==> config.mk <==
export PLATFORM = sky130hd
export DESIGN_NAME = mtx_transpose_seq
export DESIGN_NICKNAME = d
export VERILOG_FILES = /design/src/rtl/mtx_pkg.sv /design/src/rtl/mtx_idx_walker.sv /design/src/rtl/mtx_transpose_seq.sv
export SDC_FILE = /design/constraint.sdc
export NUM_CORES = 1
export LEC_CHECK = 0
export CORE_MARGIN = 8
export CORE_UTILIZATION = 50
export CTS_CLUSTER_SIZE = 10
export DETAILED_ROUTE_END_ITERATION = 7
export HOLD_SLACK_MARGIN = 0.03
export PLACE_DENSITY = 0.87
export SLEW_MARGIN = 20
export SYNTH_ARGS = -nofsm -noshare
export SYNTH_HDL_FRONTEND = slang
export SYNTH_SLANG_ARGS = --single-unit
==> constraint.sdc <==
create_clock -name clk -period 4.1 [get_ports clk]
set_input_delay 0.82 -clock clk [delete_from_list [all_inputs] [get_ports clk]]
set_output_delay 0.82 -clock clk [all_outputs]
set_load 0.02 [all_outputs]
==> src/rtl/mtx_pkg.sv <==
// Shared types and helpers for the element-serial matrix operations.
// Widths are fixed here: 5x5 signed 8-bit elements packed row-major into 200 bits.
package mtx_pkg;

    localparam int ELEM_W   = 8;
    localparam int MAX_DIM  = 5;
    localparam int MATRIX_W = MAX_DIM * MAX_DIM * ELEM_W;

    // 2-bit size code: 00=2x2, 01=3x3, 10=4x4, 11=5x5
    typedef logic [1:0] size_code_t;

    // Row/col counters and dimensions need 3 bits (up to 5)
    typedef logic [2:0] dim_t;

    // Flat element index, 0..24
    typedef logic [4:0] elem_idx_t;

    typedef enum logic [1:0] {
        IDLE = 2'd0,
        RUN  = 2'd1,
        DONE = 2'd2
    } state_t;

    function automatic dim_t size_to_dim(input size_code_t code);
        return dim_t'(code) + dim_t'(2);
    endfunction

    function automatic elem_idx_t idx(input dim_t r, input dim_t c);
        return elem_idx_t'(r) * elem_idx_t'(MAX_DIM) + elem_idx_t'(c);
    endfunction

endpackage

==> src/rtl/mtx_idx_walker.sv <==
// Row/column walker for element-serial matrix operations. Visits an n x n
// region in row-major order, one element per advance, and flags the last one.
module mtx_idx_walker
    import mtx_pkg::*;
(
    input  logic clk,
    input  logic rst_n,
    input  logic start,
    input  logic clear,
    input  logic advance,
    input  dim_t n,
    output dim_t row,
    output dim_t col,
    output logic last
);

    logic col_wrap;

    assign col_wrap = (col == n - dim_t'(1));
    assign last     = col_wrap && (row == n - dim_t'(1));

    // Counters restart on start/clear and step row-major on advance, returning to (0,0) after the last element
    always_ff @(posedge clk or negedge rst_n) begin
        if (!rst_n) begin
            row <= '0;
            col <= '0;
        end else if (start || clear) begin
            row <= '0;
            col <= '0;
        end else if (advance) begin
            if (col_wrap) begin
                col <= '0;
                row <= last ? dim_t'(0) : row + dim_t'(1);
            end else begin
                col <= col + dim_t'(1);
            end
        end
    end

endmodule

==> src/rtl/mtx_transpose_seq.sv <==
// Sequential matrix transpose: accepts a packed matrix, copies one element per
// clock from (r,c) to (c,r) across the active n x n region, then holds the
// result until the consumer takes it. Optional symmetry detection is enabled
// with the MTX_TRANSPOSE_SYM_CHECK_EN macro (adds the sym_flag output).
module mtx_transpose_seq
    import mtx_pkg::*;
(
    input  logic                clk,
    input  logic                rst_n,
    input  logic                in_valid,
    output logic                in_ready,
    input  logic [MATRIX_W-1:0] matrix_in,
    input  logic [1:0]          matrix_size,
    input  logic                abort,
    output logic                out_valid,
    input  logic                out_ready,
    output logic [MATRIX_W-1:0] matrix_out,
    output logic                busy
`ifdef MTX_TRANSPOSE_SYM_CHECK_EN
    ,
    output logic                sym_flag
`endif
);

    state_t              state;
    state_t              state_next;
    logic [MATRIX_W-1:0] src_reg;
    logic [MATRIX_W-1:0] matrix_out_q;
    dim_t                n_reg;
    dim_t                row;
    dim_t                col;
    logic                walk_last;
    logic                accept;
    logic                cancel;
    logic                running;
    elem_idx_t           rd_idx;
    elem_idx_t           wr_idx;
    logic [7:0]          rd_lsb;
    logic [7:0]          wr_lsb;
    logic [ELEM_W-1:0]   rd_elem;

    assign in_ready   = (state == IDLE);
    assign accept     = in_valid && in_ready;
    assign running    = (state == RUN);
    assign cancel     = abort && (state != IDLE);
    assign out_valid  = (state == DONE);
    assign busy       = (state != IDLE);
    assign matrix_out = matrix_out_q;

    // Source element (row,col) lands at destination (col,row); the destination
    // offset doubles as the mirror-element offset in the source for symmetry checks.
    assign rd_idx  = idx(row, col);
    assign wr_idx  = idx(col, row);
    assign rd_lsb  = 8'(rd_idx) * 8'(ELEM_W);
    assign wr_lsb  = 8'(wr_idx) * 8'(ELEM_W);
    assign rd_elem = src_reg[rd_lsb +: ELEM_W];

    mtx_idx_walker u_walker (
        .clk     (clk),
        .rst_n   (rst_n),
        .start   (accept),
        .clear   (cancel),
        .advance (running),
        .n       (n_reg),
        .row     (row),
        .col     (col),
        .last    (walk_last)
    );

    // State register
    always_ff @(posedge clk or negedge rst_n) begin
        if (!rst_n) begin
            state <= IDLE;
        end else begin
            state <= state_next;
        end
    end

    // Next-state logic: abort wins over completion and over the output handshake
    always_comb begin
        state_next = state;
        case (state)
            IDLE: begin
                if (in_valid) begin
                    state_next = RUN;
                end
            end
            RUN: begin
                if (abort) begin
                    state_next = IDLE;
                end else if (walk_last) begin
                    state_next = DONE;
                end
            end
            DONE: begin
                if (abort || out_ready) begin
                    state_next = IDLE;
                end
            end
            default: state_next = IDLE;
        endcase
    end

    // Capture the command, clear the result on accept/abort, and write one transposed element per RUN cycle
    always_ff @(posedge clk or negedge rst_n) begin
        if (!rst_n) begin
            src_reg      <= '0;
            n_reg        <= '0;
            matrix_out_q <= '0;
        end else if (accept) begin
            src_reg      <= matrix_in;
            n_reg        <= size_to_dim(matrix_size);
            matrix_out_q <= '0;
        end else if (cancel) begin
            matrix_out_q <= '0;
        end else if (running) begin
            matrix_out_q[wr_lsb +: ELEM_W] <= rd_elem;
        end
    end

`ifdef MTX_TRANSPOSE_SYM_CHECK_EN
    logic              sym_q;
    logic [ELEM_W-1:0] mirror_elem;

    assign mirror_elem = src_reg[wr_lsb +: ELEM_W];
    assign sym_flag    = sym_q;

    // Assume symmetric on accept; any visited element that differs from its mirror clears the flag
    always_ff @(posedge clk or negedge rst_n) begin
        if (!rst_n) begin
            sym_q <= 1'b0;
        end else if (accept) begin
            sym_q <= 1'b1;
        end else if (cancel) begin
            sym_q <= 1'b0;
        end else if (running && (rd_elem != mirror_elem)) begin
            sym_q <= 1'b0;
        end
    end
`endif

endmodule

==> impl_metrics.tcl <==
set metrics [dict create \
    status "finished, final reports clean" \
    wl_per_cell_um 23.2 \
    drive_gt1_share_pct 9.28 \
    dieArea_um2 42400 \
    ys_top_cells_by_area "dfrtp_1, nand2_1, o2bb2ai_1, mux4_2, mux2i_1" \
    power.density_nw_per_um2 863 \
    dr.pass1.iters 5 \
    tightest_slew_ns 1.12 \
    vias 14698 \
    ir_worst_vdd_mv 0.816 \
    yosys_warnings 0 \
    combPwrFrac_pct 53.0 \
    p_seq_share_pct 29.3 \
    drt_first_iter_violations 1010 \
    clk_pin_slew_ns 0.06 \
    p_switching_mw 9.59 \
    grt_max_degree 204 \
    pin_count 410 \
    reg2reg_depth 12 \
    drv_cap 0 \
    p_sw_share_pct 46.7 \
    cts_buffers 47 \
    finalSetupViolations 0 \
    ys_types 63 \
    internal-power_mw 11.0 \
    num_rows 69 \
    total_power_mw 20.5 \
    globalplace.congestion 0.859 \
    hold_viol_final 0 \
    critical_path_class "register to register" \
    htree_levels 2 \
    clockRootBuffer "clkbuf_16" \
    yosysSeqAreaShare_pct 57.0 \
    setup_ws_ns 0.153 \
    fin_setup_tns_ns 0 \
    grt_pass1_vias 15280 \
    synth-seq-cells 411 \
    fmax_ghz 0.253 \
    pre_cts_ws_ns 0.0512 \
    drc 0 \
    fin_hold_ws_ns 0.348 \
    skew_ns 0.0230 \
    die_y_um 206 \
    r2r_slack_ns 0.15 \
    gr-usage-all-layers_pct 27.0 \
    core_area_um2 35600 \
    fin_crit_ns 3.95 \
    clockPowerShare_pct 17.7 \
    ys_async_sr_fraction_pct 100 \
    postRouteAntennaNets 0 \
    nNetsFinal 2264 \
    finalCritPeriodShare_pct 96.3 \
    start_kind "register" \
    netlist_instances 1640 \
    die_w_um 206 \
    cts_hold_buf 0 \
    final_util_pct 66.9 \
    insertion_delay_ns 0.56 \
    synth.net_count 1866 \
    arrival_ns 4.39 \
    port_buffers 409 \
    clkSinkCount 411 \
    overflow 0 \
    required_ns 4.55 \
    synthFlopType "dfrtp_1" \
    vias_per_cell 5.85 \
    synth.top_cells.by_count "nand2_1, dfrtp_1, o2bb2ai_1" \
    n_fill_cell 2528 \
    syn_area_um2 18000 \
    antenna_found_initial 5 \
    cp_max_fo 25 \
    relSlewSlack_pct 25.2 \
    leakagePower_nw 10.9 \
    synthDominantCellAreaShare_pct 57.0 \
    start_util_pct 50.7 \
    drt-total-wl_mm 58.3 \
    syn_avg_cell_area_um2 11.0 \
    area_delta_synth_final_pct 32.0 \
    synth_edf_count 0 \
    r2r_start "u_walker.row[0]$_DFFE_PN0P_" \
    rsz0062_at_grt "yes" \
    tritoncts "yes" \
    r2r-end "matrix_out[79]$_DFFE_PN0P_" \
    place_hpwl_mm 41.2 \
    grt_pass1_wl_mm 88.6 \
    slew_violations 0 \
    synth.most_common_cell "nand2_1" \
    cts_buffer_depth 3 \
    worstSetupEndpointType "register" \
    netlist.top_cell.by_area "dfrtp_1" \
    hold_path.class "input pin to asynchronous set/reset pin" \
]
==> cells in the final DEF (no fill, tap or decap), drive strengths merged, types with 2 or more instances in the layout <==
cell | Yosys | layout
clkbuf | 48 | 56
buf | 41 | 30
mux2i | 35 | 35
a22oi | 17 | 17
inv | 12 | 13
mux4 | 33 | 33
a21o | 4 | 4
fa | 2 | 2
o22ai | 5 | 5
nor4 | 5 | 5
o2bb2ai | 184 | 184
diode | 0 | 3
nand3 | 29 | 29
a21oi | 32 | 32
or2 | 3 | 3
dfrtp | 411 | 411
a211oi | 6 | 6
nor3 | 7 | 7
and3 | 3 | 3
o221ai | 7 | 7
nand2b | 4 | 4
nand4 | 3 | 3
o21ai | 16 | 16
mux2 | 14 | 14
nand2 | 647 | 647
ha | 17 | 17
nor2 | 18 | 18
clkdlybuf4s50 | 0 | 408
xnor2 | 4 | 4
and2 | 6 | 6
nor2b | 7 | 7
xor2 | 8 | 8
==> critical path: stages (launching register included) <==
cell and delay [ns]:
dfrtp_1 0.47, ha_1 0.33, ha_1 0.30, inv_1 0.06, fa_1 0.50, xor2_4 0.20, buf_4 0.22, buf_4 0.20
nor4b_4 0.46, nand2_1 0.11, nand3_1 0.15, o221ai_4 0.44, o2bb2ai_1 0.38
==> worst max path at each step <==
stage	startpoint	endpoint	slack, ns	depth (start not counted)
final	u_walker.row[0]$_DFFE_PN0P_	matrix_out[79]$_DFFE_PN0P_	0.15	12
after CTS	u_walker.row[0]$_DFFE_PN0P_	matrix_out[48]$_DFFE_PN0P_	0.03	9
after global placement	u_walker.row[0]$_DFFE_PN0P_	matrix_out[88]$_DFFE_PN0P_	0.27	9
after floorplan	u_walker.row[0]$_DFFE_PN0P_	matrix_out[184]$_DFFE_PN0P_	0.88	10
after detailed placement	u_walker.row[0]$_DFFE_PN0P_	matrix_out[48]$_DFFE_PN0P_	0.05	9
after global routing	u_walker.row[0]$_DFFE_PN0P_	matrix_out[79]$_DFFE_PN0P_	-0.05	12
==> final cells by class <==
type	instances	area, µm²	area share [%]
Sequential cell	411	10300	43.2
Clock buffer	56	1240	5.21
Timing Repair Buffer	438	4390	18.5
Clock inverter	2	25.0	0.105
Tap cell	461	577	2.42
Inverter	12	45.0	0.189
Multi-Input combinational cell	1128	7230	30.4
Antenna cell	3	7.51	0.0315
==> kinds of logic (layout without fill, tap and decap cells) <==
logic type      after synthesis  after routing  synth area share (%)
other cells                   0              3                     0
fa+ha+maj                    19             19                  1.40
mux                          82             82                  7.07
buf+inv                     101            508                  3.39
compound gates              279            279                  13.8
flops                       411            411                  57.0
xor+xnor                     12             12                 0.666
simple gates                736            736                  16.6
==> power groups by stage <==
stage | clock, mW | combinational, mW | sequential [mW]
floorplan | 0 | 7.62 | 6.07
global placement | 0 | 10.5 | 5.93
detailed placement | 0 | 10.8 | 6.02
CTS | 3.68 | 10.9 | 5.98
global route | 3.83 | 11.6 | 6.12
finish | 3.64 | 10.9 | 6.01
==> per-stage QoR <==
| stage | cell area [µm²] | instances |
|---|---|---|
| 2_1_floorplan | 18000 | 1640 |
| 3_3_place_gp | 22500 | 2450 |
| 3_5_place_dp | 22500 | 2450 |
| 4_1_cts | 23800 | 2508 |
| 5_1_grt | 23800 | 2511 |
| 6_report | 23800 | 2511 |
==> timing repair <==
| item | in CTS | in global routing |
|---|---|---|
| endpoints found under the setup margin | 0 | 164 |
| gates resized for setup | 0 | 8 |
| buffers inserted | 0 | 0 |
==> layer usage <==
metal / global-route usage [%] / wire length (µm)
met4: 12.0 / 2400
met5: 0 / 23
met1: 33.4 / 21900
met3: 6.83 / 5910
met2: 44.5 / 28100
Note: power is estimated with default switching activity, not from simulation.
